<file path="src/rtl/serial_frame_sender_if.sv">
// Request/serial-line bundle for serial_frame_sender.
// master = request source (bench or board glue); slave = the sender itself.
interface serial_frame_sender_if;
  logic        clkEn;
  logic        start;
  logic [1:0]  port;
  logic [3:0]  len;
  logic [14:0] data;
  logic        ready;
  logic        busy;
  logic        SerOut;
  logic        done;

  modport master (
    output clkEn, start, port, len, data,
    input  ready, busy, SerOut, done
  );

  modport slave (
    input  clkEn, start, port, len, data,
    output ready, busy, SerOut, done
  );
endinterface

</file>
<file path="src/rtl/serial_frame_sender.sv">
// Serial frame generator: start bit, 2-bit port, 4-bit length, N data bits, GAP_BITS idle ones.
// Optional even-parity bit after the data when SERIAL_FRAME_PARITY_EN is defined.
module serial_frame_sender #(
  parameter int GAP_BITS = 2
) (
  input  logic                 clk,
  input  logic                 rst,
  serial_frame_sender_if.slave bus
);

  localparam logic [2:0] IDLE  = 3'd0;
  localparam logic [2:0] START = 3'd1;
  localparam logic [2:0] ADDR  = 3'd2;
  localparam logic [2:0] LEN   = 3'd3;
  localparam logic [2:0] DATA  = 3'd4;
  localparam logic [2:0] GAP   = 3'd6;
`ifdef SERIAL_FRAME_PARITY_EN
  localparam logic [2:0] PAR   = 3'd5;
  localparam logic [2:0] POST_DATA = PAR;
`else
  localparam logic [2:0] POST_DATA = GAP;
`endif

  localparam logic [3:0] GAP_LAST = 4'(GAP_BITS - 1);

  logic [2:0]  state;
  logic [3:0]  cnt;
  logic        ser;
  logic        done_q;
  logic [1:0]  port_r;
  logic [3:0]  len_r;
  logic [14:0] data_r;

`ifdef SERIAL_FRAME_PARITY_EN
  // Only the N transmitted data bits contribute to parity.
  logic [14:0] data_mask;
  logic        parity;
  assign data_mask = 15'((16'd1 << len_r) - 16'd1);
  assign parity    = (^port_r) ^ (^len_r) ^ (^(data_r & data_mask));
`endif

  always_ff @(posedge clk) begin
    if (rst) begin
      state  <= IDLE;
      cnt    <= 4'd0;
      ser    <= 1'b1;
      done_q <= 1'b0;
      port_r <= 2'd0;
      len_r  <= 4'd0;
      data_r <= 15'd0;
    end else begin
      done_q <= 1'b0;
      if (state == IDLE) begin
        // Capture is independent of clkEn; the first bit waits for the next enable.
        if (bus.start) begin
          port_r <= bus.port;
          len_r  <= bus.len;
          data_r <= bus.data;
          state  <= START;
        end
      end else if (bus.clkEn) begin
        case (state)
          START: begin
            ser   <= 1'b0;
            state <= ADDR;
            cnt   <= 4'd1;
          end
          ADDR: begin
            ser <= port_r[cnt[0]];
            if (cnt == 4'd0) begin
              state <= LEN;
              cnt   <= 4'd3;
            end else begin
              cnt <= cnt - 4'd1;
            end
          end
          LEN: begin
            ser <= len_r[cnt[1:0]];
            if (cnt != 4'd0) begin
              cnt <= cnt - 4'd1;
            end else if (len_r == 4'd0) begin
              state <= POST_DATA;
              cnt   <= GAP_LAST;
            end else begin
              state <= DATA;
              cnt   <= len_r - 4'd1;
            end
          end
          DATA: begin
            ser <= data_r[cnt];
            if (cnt == 4'd0) begin
              state <= POST_DATA;
              cnt   <= GAP_LAST;
            end else begin
              cnt <= cnt - 4'd1;
            end
          end
`ifdef SERIAL_FRAME_PARITY_EN
          PAR: begin
            ser   <= parity;
            state <= GAP;
            cnt   <= GAP_LAST;
          end
`endif
          GAP: begin
            // The last gap one is already on the line; the idle level carries it on.
            ser <= 1'b1;
            if (cnt == 4'd0) begin
              state  <= IDLE;
              done_q <= 1'b1;
            end else begin
              cnt <= cnt - 4'd1;
            end
          end
          default: begin
            state <= IDLE;
            cnt   <= 4'd0;
            ser   <= 1'b1;
          end
        endcase
      end
    end
  end

  assign bus.ready  = (state == IDLE);
  assign bus.busy   = (state != IDLE);
  assign bus.SerOut = ser;
  assign bus.done   = done_q;

endmodule

</file>
<file path="src/flat_wrapper.sv">
// flat-port wrapper written by rule: the top's interface ports become plain ports
module serial_frame_sender_flat 
#(
  parameter int GAP_BITS = 2
)
  (clk, rst, bus_clkEn, bus_start, bus_port, bus_len, bus_data, bus_ready, bus_busy, bus_SerOut, bus_done);
  serial_frame_sender_if bus_i ();
  input  logic clk;
  input  logic rst;
  input wire logic [$bits(bus_i.clkEn)-1:0] bus_clkEn;
  input wire logic [$bits(bus_i.start)-1:0] bus_start;
  input wire logic [$bits(bus_i.port)-1:0] bus_port;
  input wire logic [$bits(bus_i.len)-1:0] bus_len;
  input wire logic [$bits(bus_i.data)-1:0] bus_data;
  output wire logic [$bits(bus_i.ready)-1:0] bus_ready;
  output wire logic [$bits(bus_i.busy)-1:0] bus_busy;
  output wire logic [$bits(bus_i.SerOut)-1:0] bus_SerOut;
  output wire logic [$bits(bus_i.done)-1:0] bus_done;
  assign bus_i.clkEn = bus_clkEn;
  assign bus_i.start = bus_start;
  assign bus_i.port = bus_port;
  assign bus_i.len = bus_len;
  assign bus_i.data = bus_data;
  assign bus_ready = bus_i.ready;
  assign bus_busy = bus_i.busy;
  assign bus_SerOut = bus_i.SerOut;
  assign bus_done = bus_i.done;
  serial_frame_sender #(.GAP_BITS(GAP_BITS)) u_core (.clk(clk), .rst(rst), .bus(bus_i));
endmodule
</file>
<file path="config.mk">
export PLATFORM = sky130hd
export DESIGN_NAME = serial_frame_sender_flat
export DESIGN_NICKNAME = d
export VERILOG_FILES = /design/src/rtl/serial_frame_sender_if.sv /design/src/rtl/serial_frame_sender.sv /design/src/flat_wrapper.sv
export SDC_FILE = /design/constraint.sdc
export NUM_CORES = 1
export LEC_CHECK = 0
export ABC_CLOCK_PERIOD_IN_PS = 2880
export BUFFER_PORTS_ARGS = -buffer_cell sky130_fd_sc_hd__buf_2
export CORE_MARGIN = 10
export CORE_UTILIZATION = 38
export CTS_BUF_LIST = sky130_fd_sc_hd__clkbuf_16
export DETAILED_ROUTE_END_ITERATION = 10
export MAX_ROUTING_LAYER = met4
export SYNTH_ARGS = -nofsm -noshare
export SYNTH_HDL_FRONTEND = slang
export SYNTH_SLANG_ARGS = --single-unit
export TNS_END_PERCENT = 30
</file>
<file path="constraint.sdc">
create_clock -name clk -period 2.88 [get_ports clk]
set_clock_uncertainty 0.2 [all_clocks]
set_input_delay 0.144 -clock clk [delete_from_list [all_inputs] [get_ports clk]]
set_output_delay 0.144 -clock clk [all_outputs]
set_load 0.005 [all_outputs]
</file>
==> qor.yml <==
hold_viol_final: 0
slew_headroom_pct: 52.8
grt_pass1_wl_um: 7200
grt.total_usage_pct: 12.1
vdd_drop_max_mv: 0.297
grt_setup_unrepaired: "false"
leakagePower_uw: 0.000848
grt-ovfl-total: 0
synthFlopType: "dfxtp_1"
async_flop_share_pct: 0
met1_usage_pct: 14.2
core_mm2: 0.00409
worstMarginPinSlew_ps: 706
critPathLaunchType: "flop"
ys_seq_area_share_pct: 36.8
netlist_area_mm2: 0.00163
drc: 0
critical_path_class: "reg -> reg"
setup_viol: 0
synth.distinct_cells: 38
required_ps: 2820
yosys_warnings: 0
die_w_um: 85.5
htreeDepth: 2
initial_utilization_pct: 39.9
fillers: 392
cts_buffers: 5
dieArea_mm2: 0.00731
clock-sinks: 30
grt_use_met2_pct: 19.1
io_pins: 29
rows: 23
period_share_pct: 79.7
hold_class: "in -> reg"
period_minus_slack_ps: 2300
port_buffers: 28
drt_iter0_drc: 115
fin_tns_setup_ps: 0
grt_max_degree: 32
drive_gt1_share_pct: 17.8
syn_area_per_cell_um2: 7.84
synth_edf_count: 0
dpl.hpwl_um: 2770
cts_resized: 0
cts_tree: "yes"
rrSetupSlack_ps: 580
gr-max-usage-layer: "met2"
synth_nets: 236
avgRoutedWirePerCell_um: 13.7
clk_path_buf_depth: 2
cellPowerDensity_mw_per_mm2: 658
antenna_found_initial: 0
drv_cap: 0
netlist_instances: 208
status: "completed"
drv_slew: 0
avgViaCountPerCell: 5.13
post-route-util_pct: 52.8
clock.fmax_ghz: 0.435
cts-root-buf: "clkbuf_16"
worstPathArrival_ps: 2240
crit_path_end_kind: "flop"
num_vias: 1555
nets: 281
met3_usage_pct: 3.50
clkTransAtPathRegs_ps: 50
worstSkewPairLatency_ps: 270
ys_ff_latch: 30
grt_pass1_vias: 1540
drt-total-wl_um: 4160
antenna_cells: 0
postRouteAntennaNets: 0
drt_first_pass_iters: 4
die_h_um: 85.5
syn_to_final_growth_pct: 32.3
cp_max_fo: 7
globalplace.congestion: 0.873
synth_stat cells (2+ instances only):
library cell	count	area, um^2
nand2_1	49	184
dfxtp_1	30	601
a21oi_1	28	140
nor2_1	15	56.3
clkbuf_1	8	30.0
inv_1	8	30.0
nor2b_1	6	37.5
buf_2	5	25.0
nor3_1	5	25.0
o31ai_1	5	37.5
mux2i_1	4	40.0
mux4_2	4	90.1
o21ai_1	4	20.0
ha_1	3	37.5
nand2b_1	3	18.8
o21ai_0	3	15.0
a221oi_1	2	17.5
buf_6	2	22.5
nand4_1	2	12.5
o21bai_1	2	15.0
o22ai_1	2	12.5
o32ai_1	2	17.5
where the power goes:
| part | switching (uW) | total, uW | internal (uW) |
|---|---|---|---|
| clock | 172 | 570 | 399 |
| combinational | 192 | 344 | 151 |
| sequential | 48.2 | 507 | 459 |
| total | 412 | 1420 | 1010 |
per-stage QoR:
stage                     power (uW)  std cells  setup slack [ps]  area [um^2]  hold WS [ps]
after global routing            1500        303               416         2160           189
final                           1420        303               584         2160           156
after detailed placement         831        274               609         1780           189
after global placement           837        274               631         1780           185
after floorplan                  752        208               708         1630          44.2
after CTS                       1430        303               609         2160           162
per-layer routing:
metal	wire, um	vias to the layer above
met5	0	-
met2	1950	34
met4	30	0
met3	224	3
li1	-	816
met1	1960	702
layout by cell type (no fill, tap or decap), drive strengths merged:
cell type    instances
nor4b                1
a221oi               2
o32ai                2
nor2b                6
o21ai                8
o31ai                5
nor4bb               1
mux2                 1
clkbuf               5
o221ai               1
nand2b               3
dfxtp               30
dlygate4sd3         22
a2111oi              2
nand2               49
nor2                15
nor3                 5
bufinv               1
a31oi                1
a21oi               29
nand4                2
clkinv               1
and2                 1
o21bai               2
a21o                 1
ha                   3
mux2i                4
a2bb2oi              1
buf                 31
nor4                 1
o22ai                2
or3b                 1
a41oi                1
mux4                 4
nor3b                1
inv                  8
cell families after synthesis:
| family | after synthesis | synth area share, % |
|---|---|---|
| AOI/OAI and AO/OA | 57 | 21.9 |
| and+or+nand+nor | 86 | 23.7 |
| DFF | 30 | 36.8 |
| muxes | 9 | 8.67 |
| buffers and inverters | 23 | 6.59 |
| adders and majority gates | 3 | 2.30 |
state kept, by name, indices dropped and copies added (netlist names), named ones only:
register / cells
u_core.bus.SerOut: 1
u_core.bus.done: 1
u_core.cnt: 4
u_core.data_r: 15
u_core.len_r: 4
u_core.port_r: 2
u_core.state: 2
final cells by class:
class                      instances  area [um^2]  area share, %
multi-input combinational        155          923           42.8
inverter                           8         30.0           1.39
sequential                        30          601           27.8
clock buffer                       5          125           5.80
tap                               50         62.6           2.90
clock inverter                     2         33.8           1.57
timing repair buffer              53          383           17.7
final timing paths:
path / startpoint / end / cells past startpoint
min reg2reg: u_core.data_r[13] / u_core.data_r[13] / 2
min: rst / u_core.state[0] / 2
max: u_core.cnt[1] / u_core.cnt[2] / 7
max reg2reg: u_core.cnt[1] / u_core.cnt[2] / 7
worst max-delay path, stage by stage (launching register included):
cell and delay, ps:
dfxtp_1 370, inv_1 110, ha_1 200, nor3b_2 460
a41oi_1 310, nor4bb_1 230, o22ai_1 180, o31ai_1 90
repair_timing:
item,in CTS,in global routing
endpoints found under the hold margin,22,0
hold buffers,22,0
setup buffers,0,0
Note: power is estimated with default switching activity, not from simulation.
